### src/rtl/sram_arbiter.sv
// Round-robin arbiter sharing one SRAM controller between two masters.
// Sequences the enable/ready handshake and aborts hung accesses by watchdog.
module sram_arbiter #(
    parameter int ADDR_W  = 32,
    parameter int WDATA_W = 32,
    parameter int RDATA_W = 64,
    parameter int TIMEOUT = 255
) (
    input  logic               clk,
    input  logic               rst,
    input  logic               req_rd0,
    input  logic               req_wr0,
    input  logic [ADDR_W-1:0]  addr0,
    input  logic [WDATA_W-1:0] wdata0,
    input  logic               req_rd1,
    input  logic               req_wr1,
    input  logic [ADDR_W-1:0]  addr1,
    input  logic [WDATA_W-1:0] wdata1,
    output logic               ack0,
    output logic               ack1,
    output logic [RDATA_W-1:0] rdata,
    output logic               ready0,
    output logic               ready1,
    output logic               err,
    output logic               sram_read_en,
    output logic               sram_write_en,
    output logic [ADDR_W-1:0]  sram_address,
    output logic [WDATA_W-1:0] sram_write_data,
    input  logic [RDATA_W-1:0] sram_read_data,
    input  logic               sram_ready
);

    typedef enum logic [1:0] {IDLE, ISSUE, WAIT} state_t;

    localparam logic [7:0] CntLast = 8'(TIMEOUT - 1);

    state_t             state_q, state_d;
    logic               last_q, last_d;
    logic               gnt_q, gnt_d;
    logic               wr_q, wr_d;
    logic [ADDR_W-1:0]  addr_q, addr_d;
    logic [WDATA_W-1:0] wdata_q, wdata_d;
    logic [7:0]         cnt_q, cnt_d;
    logic               ack0_q, ack0_d;
    logic               ack1_q, ack1_d;
    logic               err_q, err_d;
    logic [RDATA_W-1:0] rdata_q, rdata_d;
    logic               rd_en_q, rd_en_d;
    logic               wr_en_q, wr_en_d;

    logic req0, req1, r0, r1;

    assign req0 = req_rd0 | req_wr0;
    assign req1 = req_rd1 | req_wr1;
    // A request still high in its own ack cycle is the stale one just served.
    assign r0   = req0 & ~ack0_q;
    assign r1   = req1 & ~ack1_q;

    always_comb begin
        state_d = state_q;
        last_d  = last_q;
        gnt_d   = gnt_q;
        wr_d    = wr_q;
        addr_d  = addr_q;
        wdata_d = wdata_q;
        cnt_d   = cnt_q;
        ack0_d  = 1'b0;
        ack1_d  = 1'b0;
        err_d   = 1'b0;
        rdata_d = rdata_q;
        rd_en_d = rd_en_q;
        wr_en_d = wr_en_q;
        unique case (state_q)
            IDLE: begin
                if (r0 | r1) begin
                    gnt_d = (r0 & r1) ? ~last_q : r1;
                    if (gnt_d) begin
                        addr_d  = addr1;
                        wdata_d = wdata1;
                        wr_d    = req_wr1;
                    end else begin
                        addr_d  = addr0;
                        wdata_d = wdata0;
                        wr_d    = req_wr0;
                    end
                    rd_en_d = ~wr_d;
                    wr_en_d = wr_d;
                    cnt_d   = 8'd0;
                    state_d = ISSUE;
                end
            end
            ISSUE: state_d = WAIT;
            WAIT: begin
                if (sram_ready || cnt_q == CntLast) begin
                    ack0_d  = ~gnt_q;
                    ack1_d  = gnt_q;
                    err_d   = ~sram_ready;
                    if (sram_ready && !wr_q) rdata_d = sram_read_data;
                    last_d  = gnt_q;
                    cnt_d   = 8'd0;
                    rd_en_d = 1'b0;
                    wr_en_d = 1'b0;
                    state_d = IDLE;
                end else begin
                    cnt_d = cnt_q + 8'd1;
                end
            end
            default: state_d = IDLE;
        endcase
    end

    always_ff @(posedge clk or negedge rst) begin
        if (!rst) begin
            state_q <= IDLE;
            last_q  <= 1'b1;
            gnt_q   <= 1'b0;
            wr_q    <= 1'b0;
            addr_q  <= '0;
            wdata_q <= '0;
            cnt_q   <= 8'd0;
            ack0_q  <= 1'b0;
            ack1_q  <= 1'b0;
            err_q   <= 1'b0;
            rdata_q <= '0;
            rd_en_q <= 1'b0;
            wr_en_q <= 1'b0;
        end else begin
            state_q <= state_d;
            last_q  <= last_d;
            gnt_q   <= gnt_d;
            wr_q    <= wr_d;
            addr_q  <= addr_d;
            wdata_q <= wdata_d;
            cnt_q   <= cnt_d;
            ack0_q  <= ack0_d;
            ack1_q  <= ack1_d;
            err_q   <= err_d;
            rdata_q <= rdata_d;
            rd_en_q <= rd_en_d;
            wr_en_q <= wr_en_d;
        end
    end

    assign ack0            = ack0_q;
    assign ack1            = ack1_q;
    assign err             = err_q;
    assign rdata           = rdata_q;
    assign ready0          = ~req0 | ack0_q;
    assign ready1          = ~req1 | ack1_q;
    assign sram_read_en    = rd_en_q;
    assign sram_write_en   = wr_en_q;
    assign sram_address    = addr_q;
    assign sram_write_data = wdata_q;

endmodule

### config.mk
export PLATFORM = sky130hd
export DESIGN_NAME = sram_arbiter
export DESIGN_NICKNAME = d
export VERILOG_FILES = /design/src/rtl/sram_arbiter.sv
export SDC_FILE = /design/constraint.sdc
export NUM_CORES = 1
export LEC_CHECK = 0
export ABC_CLOCK_PERIOD_IN_PS = 2700
export BUFFER_PORTS_ARGS = -buffer_cell sky130_fd_sc_hd__buf_2
export CORE_AREA = 2 2 131 133
export CTS_CLUSTER_DIAMETER = 100
export DETAILED_ROUTE_END_ITERATION = 10
export DIE_AREA = 0 0 133 135
export GPL_TIMING_DRIVEN = 0
export HOLD_SLACK_MARGIN = 0.06
export PLACE_DENSITY = 0.77
export SLEW_MARGIN = 20
export SYNTH_ARGS = -nofsm -noshare
export SYNTH_HDL_FRONTEND = slang
export SYNTH_SLANG_ARGS = --single-unit
### constraint.sdc
create_clock -name clk -period 2.7 [get_ports clk]
set_input_delay 0.27 -clock clk [delete_from_list [all_inputs] [get_ports clk]]
set_output_delay 0.27 -clock clk [all_outputs]
set_load 0.05 [all_outputs]
== Word-level counts from Yosys, hierarchy flattened ==
Index checks and enable logic that the tools add are counted.
Storage, ports and cells
  output and inout bits: 135
  bits in registers: 146
  input bits: 199
  logic and storage cells: 69
Cells by class
  $add $sub $neg: 1
  eq/ne operators: 5
  reduce and logical (&&, ||, !) cells: 11
  bitwise gates (word level): 16
  mux-type cells: 23
Operators with widths (number)
  32-bit two-way mux: 2
  8-bit two-way mux: 2
  8-bit case mux with 2 select lines: 1
  1-bit two-way mux: 13
  8-bit by 1-bit adder with 8-bit output, second input constant: 1
  8-bit == test, second input constant: 1
  1-bit NOT: 8
  2-bit AND reduction: 4
  2-bit case mux with 3 select lines: 1
  3-bit AND reduction: 2
  1-bit bitwise OR: 5
  2-bit two-way mux: 2
  2-bit inequality test, second input constant: 2
  1-bit case mux with 2 select lines: 2
  1-bit AND: 3
  2-bit by 1-bit == test with 1-bit output, second input constant: 1
  2-bit == test, second input constant: 1
  2-bit zero test: 1
  2-bit nonzero test: 1
  1-bit logical AND: 1
  1-bit zero test: 1
  1-bit logical OR: 1

== Logic depth before layout (Yosys ltp) ==
Gate-level depths: netlist of run 1.
  depth in word-level cells: 10
  depth in mapped cells: 7
  depth with buffers taken out: 6

== Least setup slack after synthesis of run 1 ==
No wires, ideal clock.
  path type: register to register
  start: register ack0_q, in the netlist ack0
  end: register cnt_q[7]
  setup time: 0.087 ns
  required time: 2.613 ns
  clock period less this slack: 1.963 ns
  buffers on the path: 0
  arrival: 1.877 ns
  cell stages (with the launch flop): 5
  setup slack: 0.737 ns
  path through: dfrtp_1 -> o21bai_4 -> a31o_4 -> or4_4 -> a211oi_2
On the way
  word-level cells in the longest chain between the ends: 5
RTL lines
  start: declaration: line 44  | logic ack0_q, ack0_d;
  start signal: assignment: line 135  | ack0_q <= ack0_d;
  1-bit NOT: line 56  | assign r0 = req0 & ~ack0_q;
  1-bit AND: line 56
  1-bit bitwise OR: line 75  | if (r0 | r1) begin
  2-bit inequality test (no line)
  2-bit AND reduction (no line)
  end signal: assignment: line 134  | cnt_q <= cnt_d;
  end: declaration: line 43  | logic [7:0] cnt_q, cnt_d;
No other way between the ends.
A chain may end at the register's enable or synchronous reset.

== Worst setup path after layout of run 1 ==
  start: register ack0_q, in the netlist ack0
  end: register wdata_q[8], in the netlist sram_write_data[8]
On the way
  word-level cells in the longest chain between the ends: 5
  elaborated cells between the ends (all ways): 7
  classes of those cells: mux (2); bitwise (4); reduce/logical (1)
RTL lines
  1-bit NOT (*): line 56
  1-bit AND (*): line 56
  1-bit AND: line 76  | gnt_d = (r0 & r1) ? ~last_q : r1;
  1-bit two-way mux: line 76
  32-bit two-way mux: line 77  | if (gnt_d) begin
  end signal: assignment: line 133  | wdata_q <= wdata_d;
  end: declaration: line 42  | logic [WDATA_W-1:0] wdata_q, wdata_d;
Mark *: on every way between the ends. The rest lies on a longest branch, timed or not.

==> results of run 1 <==
-- worst max-delay path by stage --
stage / slack [ns] / end / cells past startpoint / startpoint
floorplan: 0.74 / cnt_q[7] / 4 / ack0
global placement: -0.73 / sram_address[12] / 1 / rst
detailed placement: 0.63 / sram_write_data[6] / 6 / req_rd0
CTS: 0.70 / sram_write_data[8] / 6 / ack0
global route: 0.60 / sram_write_data[3] / 5 / ack1
finish: 0.79 / sram_write_data[8] / 6 / ack0
-- final cells by class --
class / count / area share (%)
sequential: 146 / 41.5
multi-input combinational: 314 / 26.4
timing repair buffer: 336 / 19.6
clock buffer: 19 / 5.03
tap: 220 / 3.13
buffer: 29 / 2.23
clock inverter: 13 / 1.72
inverter: 7 / 0.298
antenna: 2 / 0.0568
-- cells by family (layout without fill, tap and decap cells) --
| kind of cell | after synthesis | count (layout) | share of synthesized area [%] |
|---|---|---|---|
| buffers and inverters | 36 | 404 | 3.59 |
| multiplexers | 130 | 130 | 22.3 |
| AND/OR/NAND/NOR | 94 | 94 | 6.39 |
| AO/OA/AOI/OAI | 86 | 86 | 8.17 |
| adder cells (fa/ha/maj) | 2 | 2 | 0.403 |
| other | 0 | 2 | 0 |
| XOR/XNOR | 2 | 2 | 0.282 |
| flip-flops | 146 | 146 | 58.9 |
-- worst max-delay path, cell delays in order (launching register included) --
cell	delay, ns
dfrtp_1	0.38
o21bai_4	0.19
a211o_2	0.45
buf_2	0.25
clkbuf_1	0.29
nand2_1	0.13
o21ai_0	0.08
-- metrics by stage --
step                      hold WS, ns  instance area, um^2  instances  TNS (ns)
after detailed placement        0.247                 8190       1050         0
after global placement          0.456                 8150       1049   -103.48
after floorplan               -0.0256                 6210        496         0
after CTS                      0.0610                 8800       1084         0
final                          0.0821                 8800       1086         0
after global routing           0.0614                 8800       1084         0
-- sequential cells by signal, summed over array words and instances (netlist names) --
name and count:
gnt_q 1, state_q 2, sram_address 32, cnt_q 8, sram_write_data 32, sram_write_en 1, ack1 1, last_q 1
err 1, rdata 64, sram_read_en 1, ack0 1, wr_q 1
-- cell usage in the layout, fill, tap and decap left out, types with 2 or more instances in the layout --
| master | count |
|---|---|
| mux2i_1 | 65 |
| o21ai_0 | 64 |
| nor2_1 | 3 |
| buf_8 | 5 |
| ha_1 | 2 |
| dfrtp_1 | 145 |
| o21ai_1 | 6 |
| buf_1 | 2 |
| clkinvlp_4 | 3 |
| and3_1 | 2 |
| mux2_2 | 65 |
| buf_4 | 8 |
| dlygate4sd3_1 | 2 |
| clkbuf_16 | 17 |
| buf_2 | 336 |
| nand2_1 | 73 |
| or3_1 | 3 |
| bufinv_16 | 2 |
| nor3_1 | 3 |
| inv_1 | 7 |
| o21bai_4 | 2 |
| clkinv_4 | 3 |
| diode_2 | 2 |
| inv_6 | 3 |
| clkbuf_1 | 11 |
| a21oi_1 | 4 |
| xnor2_1 | 2 |
| nand3_1 | 5 |
-- power breakdown --
part / total, mW / internal, mW / switching (mW)
registers: 3.75 / 3.23 / 0.518
logic: 7.20 / 1.89 / 5.31
clock network: 2.36 / 1.40 / 0.960
-- routing by layer --
| layer | part of all wire, % | GRT usage, % | up-vias |
|---|---|---|---|
| met4 | 1.2 | 6.03 | 0 |
| met5 | 0 | 0 | - |
| li1 | - | - | 2449 |
| met2 | 51 | 35.1 | 226 |
| met1 | 41 | 23.1 | 2394 |
| met3 | 7.0 | 5.41 | 16 |
==> results.sh, run 1 <==
export IMPL_ys_ff_latch=146
export IMPL_cts_resized=0
export IMPL_antenna_found_initial=1
export IMPL_powerDensity_nw_per_um2=1510
export IMPL_synth_enable_flop_cells=0
export IMPL_worst_slack_ns=0.788
export IMPL_hold_path_class="in -> reg"
export IMPL_holdPathStages=2
export IMPL_post_cts_buffers=0
export IMPL_finalWirelength_um=17600
export IMPL_synth_top_area_cell="dfrtp_1"
export IMPL_first_pass_iters=4
export IMPL_drive_gt1_share_pct=52.7
export IMPL_dp_slack_ns=0.633
export IMPL_rsz0062_at_grt="false"
export IMPL_dieArea_um2=18000
export IMPL_areaGrowthSynthToFinish_pct=41.9
export IMPL_fp_dieW_um=133
export IMPL_tightest_slew_ns=0.515
export IMPL_seq_area_um2=3650
export IMPL_gp_congestion=0.765
export IMPL_port_buffers=333
export IMPL_whs_endpoint="rdata[9]"
export IMPL_syn_area_um2=6210
export IMPL_synth_top_area_share_pct=58.5
export IMPL_cts_max_level=4
export IMPL_grt_pass1_wl_um=27000
export IMPL_yosys_top_cells_count="145 x dfrtp_1, 73 x nand2_1, 65 x mux2_2, 65 x mux2i_1, 64 x o21ai_0"
export IMPL_worst_ep_arrival_time_ns=2.19
export IMPL_drtIter0Drc=150
export IMPL_clockRootBuffer="clkbuf_16"
export IMPL_r2r_end="sram_write_data[8]"
export IMPL_synthFlopType="dfrtp_1"
export IMPL_dr_total_vias=5085
export IMPL_grt_pass1_vias=5196
export IMPL_skew_ns=0.00701
export IMPL_ant_nets=0
export IMPL_num_rows=47
export IMPL_path_max_fanout=10
export IMPL_cts_sinks=146
export IMPL_leakage_nw=4.59
export IMPL_async_reset_ff_share_pct=100
export IMPL_max_cap_viol_count=0
export IMPL_synth_nets=697
export IMPL_clk_pin_slew_ns=0.06
export IMPL_clock_path_buffers=2
export IMPL_yosys_top_cells_area="dfrtp_1 58%, mux2_2 12%, mux2i_1 10%, o21ai_0 5.2%, nand2_1 4.4%"
export IMPL_grt_usage_pct=19.6
export IMPL_cp_end_kind="register"
export IMPL_hold_violations=0
export IMPL_reg2regPathDepth=6
export IMPL_slew_viol_final=0
export IMPL_coreArea_um2=16400
export IMPL_r2r_slack_ns=0.79
export IMPL_cts_buffers=17
export IMPL_hold_start="sram_read_data[9]"
export IMPL_grt_overflow_total=0
export IMPL_synth_avg_cell_area_um2=12.5
export IMPL_drc=0
export IMPL_setup_viol=0
export IMPL_final_util_pct=53.7
export IMPL_fin_crit_ns=1.91
export IMPL_hold_buffers=2
export IMPL_die_h_um=135
export IMPL_clk_insertion_delay_late_ns=0.41
export IMPL_peakVddDrop_mv=0.793
export IMPL_postSynthCellCount=496
export IMPL_dpl_hpwl_um=13700
export IMPL_status="finished clean"
export IMPL_period_share_pct=70.8
export IMPL_wire_per_inst_um=16.2
export IMPL_relSlewSlack_pct=65.7
export IMPL_fillCellCount=1422
export IMPL_synth_warnings=0
export IMPL_yosysMostFrequentCell="dfrtp_1"
export IMPL_total_power_mw=13.3
export IMPL_grt_max_degree=85
export IMPL_max_freq_mhz=523
export IMPL_io_pins=334
export IMPL_ys_seq_area_share_pct=58.9
export IMPL_multi_input_area_um2=2330
export IMPL_viasPerCell=4.68
export IMPL_ys_types=38
export IMPL_final_nets=1052
export IMPL_cts_tree="built"
export IMPL_start_util_pct=37.8
export IMPL_cp_required_ns=2.97
export IMPL_worstReg2RegStart="ack0"
export IMPL_cp_start_kind="register"
export IMPL_path_class="reg -> reg"
No activity file was read; power rests on OpenSTA's default activity.
==> inputs of run 2 (changes only) <==
Settings changed: ABC_CLOCK_PERIOD_IN_PS 2700 to 1770, CORE_AREA 2 2 131 133 to 2 2 128 130, DIE_AREA 0 0 133 135 to 0 0 130 132, PLACE_DENSITY 0.77 to 0.8.
Clock period 2.7 ns to 1.77 ns, I/O delays scaled along.
==> results.sh, run 2 (synthesis gave the netlist of run 1 again) <==
export IMPL_peakVddDrop_mv=1.19
export IMPL_clk_insertion_delay_late_ns=0.41
export IMPL_dpl_hpwl_um=13100
export IMPL_status="finished clean"
export IMPL_powerDensity_nw_per_um2=2010
export IMPL_total_power_mw=21.3
export IMPL_wire_per_inst_um=17.7
export IMPL_max_cap_viol_count=0
export IMPL_grt_use_met3_pct=8.00
export IMPL_grt_overflow_total=0
export IMPL_clk_pin_slew_ns=0.06
export IMPL_cts_tree="built"
export IMPL_viasPerCell=4.88
export IMPL_start_util_pct=39.5
export IMPL_worst_ep_arrival_time_ns=2.01
export IMPL_tightest_slew_ns=0.483
export IMPL_dieArea_um2=17200
export IMPL_coreArea_um2=15700
export IMPL_final_nets=1215
export IMPL_final_cell_mix="335 x buf_2, 159 x dlygate4sd3_1, 143 x dfrtp_1"
export IMPL_relSlewSlack_pct=67.8
export IMPL_drtIter0Drc=208
export IMPL_first_pass_iters=5
export IMPL_ant_nets=0
export IMPL_clockRootBuffer="clkbuf_16"
export IMPL_grt_usage_pct=25.0
export IMPL_drive_gt1_share_pct=47.2
export IMPL_cts_sinks=146
export IMPL_die_h_um=132
export IMPL_grt_pass1_vias=6543
export IMPL_setup_viol=0
export IMPL_worst_slack_ns=0.0275
export IMPL_hold_path_class="in -> reg"
export IMPL_io_pins=334
export IMPL_seq_area_um2=3660
export IMPL_slew_viol_final=0
export IMPL_cts_buffers=17
export IMPL_antenna_found_initial=2
export IMPL_port_buffers=333
export IMPL_dp_slack_ns=-0.160
export IMPL_rsz0062_at_grt="true"
export IMPL_grt_pass1_wl_um=33000
export IMPL_skew_ns=0.00763
export IMPL_path_class="reg -> reg"
export IMPL_num_rows=46
export IMPL_areaGrowthSynthToFinish_pct=70.5
export IMPL_cp_end_kind="register"
export IMPL_largest_register_ffs=64
export IMPL_gp_congestion=0.784
export IMPL_cp_start_kind="register"
export IMPL_cp_required_ns=2.04
export IMPL_hold_violations=0
export IMPL_cts_max_level=4
export IMPL_met1_usage_pct=27.2
export IMPL_leakage_nw=5.31
export IMPL_finalWirelength_um=22000
export IMPL_drc=0
export IMPL_grt_busiest_layer="met2"
export IMPL_grt_max_degree=86
export IMPL_fp_dieW_um=130
export IMPL_fillCellCount=1062
export IMPL_dr_total_vias=6080
export IMPL_clock_path_buffers=2
export IMPL_path_max_fanout=10
export IMPL_final_common_cell="buf_2"
export IMPL_max_freq_mhz=574
export IMPL_period_share_pct=98.4
export IMPL_multi_input_area_um2=2420
export IMPL_met2_usage_pct=44.0
export IMPL_fin_crit_ns=1.74
==> run 2: cell count changes in the layout (fill, tap and decap cells not counted), sizes merged <==
cell and change:
clkinv -2, dlygate4sd3 +157, diode +1, clkbuf -4
inv +3, buf +9
==> run 2: repair_timing <==
item	in CTS	in global routing
hold endpoints to repair	178	0
setup buffers	3	3
gates resized for setup	9	23
pin swaps	0	2
hold buffers	159	0
endpoints found under the setup margin	73	88
==> run 2: metal layers <==
layer  part of all wire [%]  wire length (um)
met5                      0                 0
met2                     50             11100
met4                    3.2               709
met3                    8.5              1880
met1                     38              8350
==> run 2: cell type report <==
cell class | instances | area share, %
inverters | 7 | 0.248
clock buffers | 18 | 4.15
plain buffers | 29 | 2.46
well taps | 216 | 2.55
diodes | 3 | 0.0709
repair buffers | 499 | 31.6
multi-input cells | 314 | 22.8
clock inverters | 14 | 1.57
flip-flops and latches | 146 | 34.6
==> run 2: through the flow <==
| stage | util (%) | instances | TNS [ns] | area (um^2) | hold slack [ns] |
|---|---|---|---|---|---|
| final | 67.4 | 1246 | 0 | 10600 | 0.0794 |
| after global routing | 67.3 | 1245 | -0.266 | 10600 | 0.0691 |
| after CTS | 66.7 | 1240 | -0.00292 | 10500 | 0.0603 |
| after detailed placement | 52.4 | 1046 | -8.98 | 8230 | 0.140 |
| after global placement | 52.2 | 1045 | -224.05 | 8190 | 0.409 |
| after floorplan | - | 496 | -1.59 | 6260 | -0.119 |
==> run 2: critical path: stages (launching register included) <==
cell and delay, ns:
dfrtp_2 0.40, o21bai_4 0.20, a211o_4 0.41, buf_6 0.18, clkbuf_2 0.20, nand2_1 0.12, o21ai_1 0.08
==> run 2: report_power, final <==
group	internal, mW	switching (mW)	leakage [nW]	total, mW
sequential	4.93	0.878	1.80	5.81
combinational	3.42	8.44	3.23	11.9
clock	2.16	1.49	0.288	3.65
total	10.5	10.8	5.31	21.3
==> run 2: worst paths after layout <==
kind	slack [ns]	end	cells past startpoint	from
max in group asynchronous	0.69	sram_address[15]	3	rst
hold / removal	0.08	sram_write_data[2]	3	wdata0[2]
setup reg to reg	0.03	sram_address[28]	6	ack0
hold reg to reg	0.48	sram_write_data[20]	2	sram_write_data[20]
setup / recovery	0.03	sram_address[28]	6	ack0
min in group asynchronous	0.29	rdata[30]	2	rst
==> inputs of run 3 (changes only) <==
Settings changed: HOLD_SLACK_MARGIN 0.06 to unset, PLACE_DENSITY 0.8 to unset, PLACE_DENSITY_LB_ADDON set to 0.25.
==> results.sh, run 3 (synthesis gave the netlist of run 1 again) <==
export IMPL_status="finished clean"
export IMPL_total_power_mw=20.9
export IMPL_slew_viol_final=0
export IMPL_drtIter0Drc=200
export IMPL_cts_max_level=4
export IMPL_period_share_pct=99.4
export IMPL_grt_pass1_wl_um=28600
export IMPL_final_nets=1113
export IMPL_wire_per_inst_um=16.6
export IMPL_path_max_fanout=10
export IMPL_cp_end_kind="register"
export IMPL_grt_max_degree=75
export IMPL_clock_path_buffers=2
export IMPL_crit_path_end="rdata[31]"
export IMPL_worstReg2RegStart="state_q[0]"
export IMPL_tightest_slew_ns=0.560
export IMPL_reg2regPathDepth=5
export IMPL_path_buf_inv=2
export IMPL_cts_tree="built"
export IMPL_cp_slowest_cell="dfrtp_1"
export IMPL_dieArea_um2=17200
export IMPL_cpPeakStageDelay_ns=0.43
export IMPL_areaGrowthSynthToFinish_pct=54.3
export IMPL_peakVddDrop_mv=0.992
export IMPL_path_class="reg -> reg"
export IMPL_max_freq_mhz=568
export IMPL_final_cell_mix="334 x buf_2, 142 x dfrtp_1, 73 x nand2_1"
export IMPL_p_sw_share_pct=50.2
export IMPL_crit_chain="nand2b_2 -> nor3b_2 -> buf_6 -> buf_6 -> mux2_2"
export IMPL_skew_ns=0.0113
export IMPL_relSlewSlack_pct=62.7
export IMPL_powerDensity_nw_per_um2=2180
export IMPL_pwr_share_comb_pct=55.9
export IMPL_start_util_pct=39.5
export IMPL_cpMostUsedCell="buf_6"
export IMPL_rsz0062_at_grt="true"
export IMPL_critPathLaunch="state_q[0]"
export IMPL_dp_slack_ns=-0.112
export IMPL_grt_usage_pct=21.5
export IMPL_r2r_end="rdata[31]"
export IMPL_io_pins=334
export IMPL_port_buffers=333
export IMPL_leakage_nw=4.88
export IMPL_r2r_slack_ns=0.01
export IMPL_hold_violations=0
export IMPL_pwr_share_seq_pct=27.5
export IMPL_num_rows=46
export IMPL_finalWirelength_um=18900
export IMPL_p_sw_mw=10.5
export IMPL_die_h_um=132
export IMPL_largest_register_ffs=64
export IMPL_grt_pass1_vias=5541
export IMPL_viasPerCell=4.69
export IMPL_clk_pin_slew_ns=0.06
export IMPL_drc=0
export IMPL_cts_sinks=146
export IMPL_cp_depth=5
export IMPL_fillCellCount=1275
export IMPL_placed_area_um2=8230
export IMPL_finalInstanceArea_um2=9570
export IMPL_clockRootBuffer="clkbuf_16"
export IMPL_worst_slack_ns=0.0102
export IMPL_tns_ns=0
export IMPL_n_antenna_cell=0
export IMPL_cp_required_ns=2.06
export IMPL_first_pass_iters=4
export IMPL_cts_buffers=17
export IMPL_final_common_cell="buf_2"
export IMPL_holdWs_ns=0.0150
export IMPL_cp_start_kind="register"
export IMPL_hold_path_class="in -> reg"
export IMPL_drive_gt1_share_pct=52.4
export IMPL_max_cap_viol_count=0
export IMPL_fp_dieW_um=130
export IMPL_pwr_share_clk_pct=16.6
export IMPL_fin_crit_ns=1.76
export IMPL_internal_power_mw=10.4
export IMPL_grt_overflow_total=0
export IMPL_setup_viol=0
export IMPL_ant_nets=0
export IMPL_coreArea_um2=15700
export IMPL_crit_family="simple AND/OR/NAND/NOR gates"
export IMPL_worst_ep_arrival_time_ns=2.05
export IMPL_dpl_hpwl_um=13200
export IMPL_dr_total_vias=5340
export IMPL_antenna_found_initial=1
export IMPL_gp_congestion=0.761
export IMPL_clk_insertion_delay_late_ns=0.41
==> run 3: cell count changes in the layout (fill, tap and decap cells not counted), sizes merged <==
cell         before  now
diode             3    0
clkinv            2    4
clkinvlp          3    2
inv              14    8
buf             362  358
dlygate4sd3     159   57
clkbuf           25   32
==> run 3: area by class of cell <==
cell class                      count  area, um^2  share of cell area [%]
Sequential cell                   146        3660                    38.2
Multi-Input combinational cell    314        2430                    25.4
Timing Repair Buffer              397        2340                    24.4
Clock buffer                       21         460                    4.81
Buffer                             29         284                    2.97
Tap cell                          216         270                    2.82
Clock inverter                      9         108                    1.12
Inverter                            7        26.3                   0.274
==> run 3: per-stage QoR <==
stage	utilization, %	cells
after floorplan	-	496
after global placement	52.2	1045
after detailed placement	52.4	1046
after CTS	60.0	1135
after global routing	60.9	1139
final	60.9	1139
==> run 3: worst min-delay path by stage <==
stage	start	to	slack, ns	depth (start not counted)
3_5_place_dp	rst	rdata[5]	0.18	1
6_report	sram_read_data[8]	rdata[8]	0.01	2
5_1_grt	sram_read_data[8]	rdata[8]	0.004	2
3_3_place_gp	sram_ready	err	0.39	2
2_1_floorplan	rst	ack0	-0.12	0
4_1_cts	sram_read_data[12]	rdata[12]	0.00009	2
==> run 3: power groups by stage <==
stage / clock network (mW) / registers (mW) / logic, mW
final: 3.46 / 5.74 / 11.7
after detailed placement: 0 / 5.74 / 11.3
after floorplan: 0 / 10.9 / 3.19
after global routing: 3.68 / 5.93 / 12.3
after global placement: 0 / 5.69 / 11.2
after CTS: 3.53 / 5.71 / 11.5
==> run 3: metal layers <==
layer  global-route usage (%)  vias to the layer above  part of all wire, %
met4                     6.45                        2                  1.4
met1                     24.2                     2501                   39
met5                        0                        -                0.042
li1                         -                     2576                    -
met3                     6.41                       24                  7.8
met2                     38.9                      237                   51
==> run 3: timing repair <==
action | CTS | global route
resized for setup | 13 | 22
gates cloned | 0 | 1
hold endpoints to repair | 127 | 0
buffers inserted | 2 | 3
pin swaps | 1 | 1
hold buffers | 57 | 0
endpoints found under the setup margin | 70 | 84
